File: src/rtl/jtopl_mmr_q_pkg.sv
// Shared definitions for the queued OPL register front-end: update-strobe bit
// positions, global register addresses, the queue entry layout and the
// operator/channel address decoder.
package jtopl_mmr_q_pkg;

    // Bit positions inside the up[] strobe vector
    localparam int UP_MULT   = 0;
    localparam int UP_KSL_TL = 1;
    localparam int UP_AR_DR  = 2;
    localparam int UP_SL_RR  = 3;
    localparam int UP_WAV    = 4;
    localparam int UP_FNUMLO = 5;
    localparam int UP_FNUMHI = 6;
    localparam int UP_FBCON  = 7;

    // Global registers in bank 0
    localparam logic [7:0] REG_TEST  = 8'h01;
    localparam logic [7:0] REG_CLKA  = 8'h02;
    localparam logic [7:0] REG_CLKB  = 8'h03;
    localparam logic [7:0] REG_TIMER = 8'h04;
    localparam logic [7:0] REG_CSM   = 8'h08;
    // Rhythm register, honoured in both banks
    localparam logic [7:0] REG_RHY   = 8'hBD;
    // OPL3 registers, low byte of the bank-1 addresses 0x104/0x105
    localparam logic [7:0] REG_4OP   = 8'h04;
    localparam logic [7:0] REG_NEW   = 8'h05;

    // One queued data write
    typedef struct packed {
        logic       bank;
        logic [7:0] regaddr;
        logic [7:0] data;
    } wr_entry_t;

    // Result of decoding a register address into a slot/channel update
    typedef struct packed {
        logic [7:0] up;
        logic [1:0] group;
        logic [2:0] sub;
    } slot_dec_t;

    // Maps a register address to its operator or channel strobe; globals and
    // invalid slot/channel numbers give up == 0.
    function automatic slot_dec_t slot_decode(input logic [7:0] ra, input logic has_wav);
        slot_dec_t  res;
        logic [3:0] lo;
        logic       op_range;
        res.up    = 8'h00;
        res.group = 2'd0;
        res.sub   = 3'd0;
        lo        = ra[3:0];
        op_range  = ((ra >= 8'h20) && (ra <= 8'h9F)) || (ra >= 8'hE0);
        if (op_range && (ra[2:0] <= 3'd5) && (ra[4:3] != 2'd3)) begin
            res.group = ra[4:3];
            res.sub   = ra[2:0];
            case (ra[7:5])
                3'd1:    res.up[UP_MULT]   = 1'b1;
                3'd2:    res.up[UP_KSL_TL] = 1'b1;
                3'd3:    res.up[UP_AR_DR]  = 1'b1;
                3'd4:    res.up[UP_SL_RR]  = 1'b1;
                3'd7:    res.up[UP_WAV]    = has_wav;
                default: res.up            = 8'h00;
            endcase
        end else if ((lo <= 4'd8) && ((ra[7:4] == 4'hA) || (ra[7:4] == 4'hB) || (ra[7:4] == 4'hC))) begin
            res.group = (lo < 4'd3) ? 2'd0 : ((lo < 4'd6) ? 2'd1 : 2'd2);
            res.sub   = (lo < 4'd6) ? lo[2:0] : {1'b0, ~&lo[2:1], lo[0]};
            case (ra[7:4])
                4'hA:    res.up[UP_FNUMLO] = 1'b1;
                4'hB:    res.up[UP_FNUMHI] = 1'b1;
                4'hC:    res.up[UP_FBCON]  = 1'b1;
                default: res.up            = 8'h00;
            endcase
        end else begin
            res.up = 8'h00;
        end
        return res;
    endfunction

endpackage

File: src/rtl/jtopl_wrq.sv
// Synchronous write queue. A push into a full queue is taken when a pop happens
// in the same cycle; otherwise it is ignored and the caller flags the loss.
module jtopl_wrq #(
    parameter int WIDTH = 17,
    parameter int DEPTH = 4
) (
    input  logic             clk,
    input  logic             rst,
    input  logic             push,
    input  logic             pop,
    input  logic [WIDTH-1:0] din,
    output logic [WIDTH-1:0] dout,
    output logic             empty,
    output logic             full
);

    localparam int            AW       = (DEPTH > 1) ? $clog2(DEPTH) : 1;
    localparam logic [AW:0]   FULL_CNT = (AW+1)'(DEPTH);

    logic [WIDTH-1:0] mem_r [DEPTH];
    logic [AW-1:0]    wr_ptr_r;
    logic [AW-1:0]    rd_ptr_r;
    logic [AW:0]      count_r;
    logic             do_push_s;
    logic             do_pop_s;

    assign empty = (count_r == {(AW+1){1'b0}});
    assign full  = (count_r == FULL_CNT);
    assign dout  = mem_r[rd_ptr_r];

    // Qualify requests against the current fill level
    always_comb begin
        do_pop_s  = pop & ~empty;
        do_push_s = push & (~full | do_pop_s);
    end

    // Pointer and occupancy bookkeeping
    always_ff @(posedge clk) begin
        if (rst) begin
            wr_ptr_r <= {AW{1'b0}};
            rd_ptr_r <= {AW{1'b0}};
            count_r  <= {(AW+1){1'b0}};
        end else begin
            if (do_push_s) begin
                wr_ptr_r <= wr_ptr_r + AW'(1);
            end
            if (do_pop_s) begin
                rd_ptr_r <= rd_ptr_r + AW'(1);
            end
            case ({do_push_s, do_pop_s})
                2'b10:   count_r <= count_r + (AW+1)'(1);
                2'b01:   count_r <= count_r - (AW+1)'(1);
                default: count_r <= count_r;
            endcase
        end
    end

    // Entry storage; contents need no reset because occupancy guards reads
    always_ff @(posedge clk) begin
        if (do_push_s) begin
            mem_r[wr_ptr_r] <= din;
        end
    end

endmodule

File: src/rtl/jtopl_mmr_q.sv
// Queued, bank-aware register front-end for OPL/OPL2/OPL3 cores. CPU data
// writes are queued at clk rate and one is decoded per cenop into slot/channel
// update strobes or global control registers.
module jtopl_mmr_q
    import jtopl_mmr_q_pkg::*;
#(
    parameter int OPL_TYPE = 1,
    parameter int QDEPTH   = 4
) (
    input  logic       clk,
    input  logic       rst,
    input  logic       cenop,
    input  logic [7:0] din,
    input  logic [1:0] addr,
    input  logic       write,
    output logic       busy,
    output logic       ovf,
    output logic [7:0] up,
    output logic [7:0] up_din,
    output logic       sel_bank,
    output logic [1:0] sel_group,
    output logic [2:0] sel_sub,
    output logic [7:0] value_A,
    output logic [7:0] value_B,
    output logic       start_A,
    output logic       start_B,
    output logic       flagen_A,
    output logic       flagen_B,
    output logic       clr_flags,
    output logic       wave_mode,
    output logic       csm_en,
    output logic       note_sel,
    output logic       am_dep,
    output logic       vib_dep,
    output logic       rhy_en,
    output logic [4:0] rhy_kon,
    output logic [5:0] conn4op,
    output logic       opl3_new
);

    localparam logic IS_OPL3 = (OPL_TYPE == 3);
    localparam logic HAS_WAV = (OPL_TYPE != 1);

    logic [7:0]                 selreg_r [2];
    logic                       wr_bank_s;
    logic                       addr_wr_s;
    logic                       data_wr_s;
    logic                       q_pop_s;
    logic                       q_empty_s;
    logic                       q_full_s;
    wr_entry_t                  q_din_s;
    logic [$bits(wr_entry_t)-1:0] q_dout_s;
    wr_entry_t                  head_s;
    slot_dec_t                  dec_s;
    logic                       has_strobe_s;

    jtopl_wrq #(
        .WIDTH ($bits(wr_entry_t)),
        .DEPTH (QDEPTH)
    ) u_wrq (
        .clk   (clk),
        .rst   (rst),
        .push  (data_wr_s),
        .pop   (q_pop_s),
        .din   (q_din_s),
        .dout  (q_dout_s),
        .empty (q_empty_s),
        .full  (q_full_s)
    );

    assign busy = ~q_empty_s;

    // Classify the CPU access and decode the queue head
    always_comb begin
        wr_bank_s    = IS_OPL3 ? addr[1] : 1'b0;
        addr_wr_s    = write & ~addr[0];
        data_wr_s    = write & addr[0];
        q_pop_s      = cenop & ~q_empty_s;
        q_din_s      = '{bank: wr_bank_s, regaddr: selreg_r[wr_bank_s], data: din};
        head_s       = wr_entry_t'(q_dout_s);
        dec_s        = slot_decode(head_s.regaddr, HAS_WAV);
        has_strobe_s = q_pop_s & (|dec_s.up);
    end

    // Per-bank address latch, updated immediately and never queued
    always_ff @(posedge clk) begin
        if (rst) begin
            selreg_r[0] <= 8'h00;
            selreg_r[1] <= 8'h00;
        end else if (addr_wr_s) begin
            selreg_r[wr_bank_s] <= din;
        end
    end

    // Sticky overflow: a data write lost because the queue stayed full
    always_ff @(posedge clk) begin
        if (rst) begin
            ovf <= 1'b0;
        end else if (data_wr_s && q_full_s && !q_pop_s) begin
            ovf <= 1'b1;
        end
    end

    // Update strobes live for one cenop period, then clear or get replaced
    always_ff @(posedge clk) begin
        if (rst) begin
            up        <= 8'h00;
            up_din    <= 8'h00;
            sel_bank  <= 1'b0;
            sel_group <= 2'd0;
            sel_sub   <= 3'd0;
        end else if (cenop) begin
            if (has_strobe_s) begin
                up        <= dec_s.up;
                up_din    <= head_s.data;
                sel_bank  <= head_s.bank;
                sel_group <= dec_s.group;
                sel_sub   <= dec_s.sub;
            end else begin
                up        <= 8'h00;
                up_din    <= 8'h00;
                sel_bank  <= 1'b0;
                sel_group <= 2'd0;
                sel_sub   <= 3'd0;
            end
        end
    end

    // Global control registers, written when their entry is popped
    always_ff @(posedge clk) begin
        if (rst) begin
            value_A   <= 8'h00;
            value_B   <= 8'h00;
            start_A   <= 1'b0;
            start_B   <= 1'b0;
            flagen_A  <= 1'b1;
            flagen_B  <= 1'b1;
            clr_flags <= 1'b0;
            wave_mode <= 1'b0;
            csm_en    <= 1'b0;
            note_sel  <= 1'b0;
            am_dep    <= 1'b0;
            vib_dep   <= 1'b0;
            rhy_en    <= 1'b0;
            rhy_kon   <= 5'd0;
            conn4op   <= 6'd0;
            opl3_new  <= 1'b0;
        end else if (cenop) begin
            clr_flags <= 1'b0;
            if (q_pop_s) begin
                if (head_s.regaddr == REG_RHY) begin
                    am_dep  <= head_s.data[7];
                    vib_dep <= head_s.data[6];
                    rhy_en  <= head_s.data[5];
                    rhy_kon <= head_s.data[4:0];
                end else if (!head_s.bank) begin
                    case (head_s.regaddr)
                        REG_TEST: wave_mode <= HAS_WAV & head_s.data[5];
                        REG_CLKA: value_A   <= head_s.data;
                        REG_CLKB: value_B   <= head_s.data;
                        REG_TIMER: begin
                            start_A   <= head_s.data[0];
                            start_B   <= head_s.data[1];
                            flagen_A  <= ~head_s.data[6];
                            flagen_B  <= ~head_s.data[5];
                            clr_flags <= head_s.data[7];
                        end
                        REG_CSM: begin
                            csm_en   <= head_s.data[7];
                            note_sel <= head_s.data[6];
                        end
                        default: clr_flags <= 1'b0;
                    endcase
                end else begin
                    case (head_s.regaddr)
                        REG_4OP: conn4op  <= IS_OPL3 ? head_s.data[5:0] : 6'd0;
                        REG_NEW: opl3_new <= IS_OPL3 & head_s.data[0];
                        default: clr_flags <= 1'b0;
                    endcase
                end
            end
        end
    end

endmodule

File: config.mk
export PLATFORM = sky130hd
export DESIGN_NAME = jtopl_mmr_q
export DESIGN_NICKNAME = d
export VERILOG_FILES = /design/src/rtl/jtopl_mmr_q_pkg.sv /design/src/rtl/jtopl_wrq.sv /design/src/rtl/jtopl_mmr_q.sv
export SDC_FILE = /design/constraint.sdc
export NUM_CORES = 1
export LEC_CHECK = 0
export ABC_CLOCK_PERIOD_IN_PS = 2960
export BUFFER_PORTS_ARGS = -buffer_cell sky130_fd_sc_hd__buf_2
export CAP_MARGIN = 15
export CORE_ASPECT_RATIO = 2
export CORE_MARGIN = 4
export CORE_UTILIZATION = 40
export CTS_CLUSTER_SIZE = 16
export DETAILED_ROUTE_END_ITERATION = 7
export PLACE_DENSITY_LB_ADDON = 0.15
export SLEW_MARGIN = 20
export SYNTH_ARGS = -nofsm -noshare
export SYNTH_HDL_FRONTEND = slang
export SYNTH_SLANG_ARGS = --single-unit
File: constraint.sdc
create_clock -name clk -period 2.96 [get_ports clk]
set_input_delay 0.592 -clock clk [delete_from_list [all_inputs] [get_ports clk]]
set_output_delay 0.592 -clock clk [all_outputs]
set_load 0.01 [all_outputs]
==> metrics <==
I/O pin cnt=77; share of post-route cells with drive strength above 1=27.4%; # setup viols final=0; cell taking the most area after synthesis=edfxtp_1; CTS buffer count=17; CTS tree=built; Final period util=90.2%; largest net degree at the start of global routing=33; detailed router's first-iteration violation count=86; CP Capture Type=register; LEAKAGE=0.00259 uW; HP Class=in -> reg; GRT Overall Usage=15.2%; Die W=89.4 um; Cell Area, Placed=5780 um2; Die Footprint=15300 um2; H-tree Lvls=4; Detailed Place HPWL=7520 um; Slew Viols, Final=0; # resized after CTS=0; vias in the first global route=3198; CP Class=reg -> reg; Mapped Cells=364; worst skew pair latency=0.41 ns; Nets=464; max_cap viols=0; Die Span Y=171 um; worst endpoint required time=3.31 ns; Post-synth EDFFs=72; Hold Crit Depth=1; WP data arrival=3.02 ns; hold buffers post-CTS=0; DR WL/cell=17.3 um; sequential share of the synthesized area=63.9%; Worst VDD drop=424 uV; P&R area growth vs syn=20.1%; Longest Clk Path Bufs=2; first-pass GRT wire length=17000 um; setup bufs post-CTS=0; DRC=0; Critical Path Fanout Max=16; initial antenna violation count=0; startpoint type of the worst setup path=register; Seq cells post-synth=133; Commonest cells post-synth=edfxtp_1 (72), dfxtp_1 (61), nor2_1 (48); Initial DRT Pass Iterations=4; count leader, synth=edfxtp_1; DP Cell Count=577; total grt overflow=0; placer congestion estimate=0.798; Port Buffers=65; clock slew at reported path FFs=0.06 ns; Worst slew margin=38.2%; Netlist Area Pre-Place=5300 um2; Mean Syn Cell Area=14.5 um2; Vias per Instance=5.12; GR Util met1=15.7%; fin crit period=2.67 ns; Num Clock Sinks=133; FFs w/ async S/R, synth=0%; met2 Usage GRT=27.6%; Root Driver=clkbuf_16; ANT cells=0; post-route ant nets=0; final hold violations=0; status=completed; fmax=0.375 GHz; final wirelength=10500 um; Synth top area share=40.8%; pwr dens=801 nW/um2; busiest layer in global routing=met2; cells on worst reg2reg path=6; met3 GRT Util=3.66%; final setup skew=0.00602 ns; Setup TNS=0 ns; Top FF cell, synth=edfxtp_1; initial core utilization=40.8%; RSZ-0062 raised after global routing=no; detailed-route via count=3117; Worst Tran Pin Value=0.928 ns; Syn. warnings=0; post-layout instance area=6360 um2; leading post-synthesis cells by cell area=edfxtp_1 (41%), dfxtp_1 (23%), mux2i_1 (5.9%); number of cell rows=59; final non-filler cell total=609; core area=13000 um2; Unique masters post-synth=55
## through the flow
step	power (uW)	hold slack [ns]	util [%]	worst slack, ns
2_1_floorplan	2870	0.459	-	0.496
3_3_place_gp	3100	0.436	44.5	0.301
3_5_place_dp	3110	0.446	44.5	0.286
4_1_cts	5170	0.395	49.0	0.270
5_1_grt	5340	0.402	49.0	0.164
6_report	5100	0.413	49.0	0.291
## report_power, final
group          internal [uW]  total, uW  switching [uW]  leakage [uW]
clock network           1250       2040             794      0.000275
registers               2040       2100            59.0       0.00116
logic                    405        953             548       0.00116
total                   3690       5100            1400       0.00259
## sequential cells by signal, summed over array words and instances (netlist names), 3 cells and up, named ones only
signal / cells
u_wrq.count_r: 3
value_B: 8
up: 7
value_A: 8
selreg_r: 8
rhy_kon: 5
sel_sub: 3
u_wrq.mem_r: 64
up_din: 8
## area by class of cell
class / count / area [um2]
Fill cell: 1180 / 6630
Sequential cell: 133 / 3380
Multi-Input combinational cell: 204 / 1740
Clock buffer: 18 / 429
Timing Repair Buffer: 77 / 428
Tap cell: 152 / 190
Clock inverter: 14 / 153
Inverter: 11 / 41.3
## final timing paths
kind	from	end	slack, ns
hold reg to reg	up[1]	up[1]	0.45
setup reg to reg	register	up[0]	0.29
setup / recovery	register	up[0]	0.29
hold / removal	din[5]	u_wrq.mem_r[0][5]	0.41
## cells by family (layout without fill, tap and decap cells)
kind of cell             Yosys count  in the layout  synth area share [%]
AO/OA/AOI/OAI                     39             39                  6.55
XOR/XNOR                           6              6                 0.993
adder cells (fa/ha/maj)            6              6                  1.56
buffers and inverters             36            120                  3.97
flip-flops                       133            133                  63.9
multiplexers                      47             47                  13.4
other                              1             10                0.0708
AND/OR/NAND/NOR                   96             96                  9.59
## layout by cell type (no fill, tap or decap), drive strengths merged, types with 3 or more instances in the layout
cell,synthesis,final
and2,13,13
buf,19,77
dfxtp,61,61
clkinv,0,6
inv,11,14
xnor2,3,3
a21oi,5,5
clkinvlp,0,3
nand3,3,3
o211ai,3,3
o21ai,3,3
mux2i,31,31
or3,3,3
ha,5,5
nand4b,3,3
mux4,16,16
nand2,8,8
edfxtp,72,72
a22o,11,11
nor2,48,48
clkbuf,6,18
and2b,3,3
a32o,3,3
xor2,3,3
conb,1,10
## critical path, stage by stage, from the launching register on
cell and delay (ns):
dfxtp_1 0.35, buf_12 0.18, mux4_1 0.71, nor3b_2 0.39, o211ai_4 0.13, a211oi_4 0.58
a32o_1 0.26
## metal layers
metal	vias up	routed length [um]
met2	75	5950
li1	1495	-
met5	-	0
met1	1522	3850
met3	25	442
met4	0	302
No activity file was read; power rests on OpenSTA's default activity.
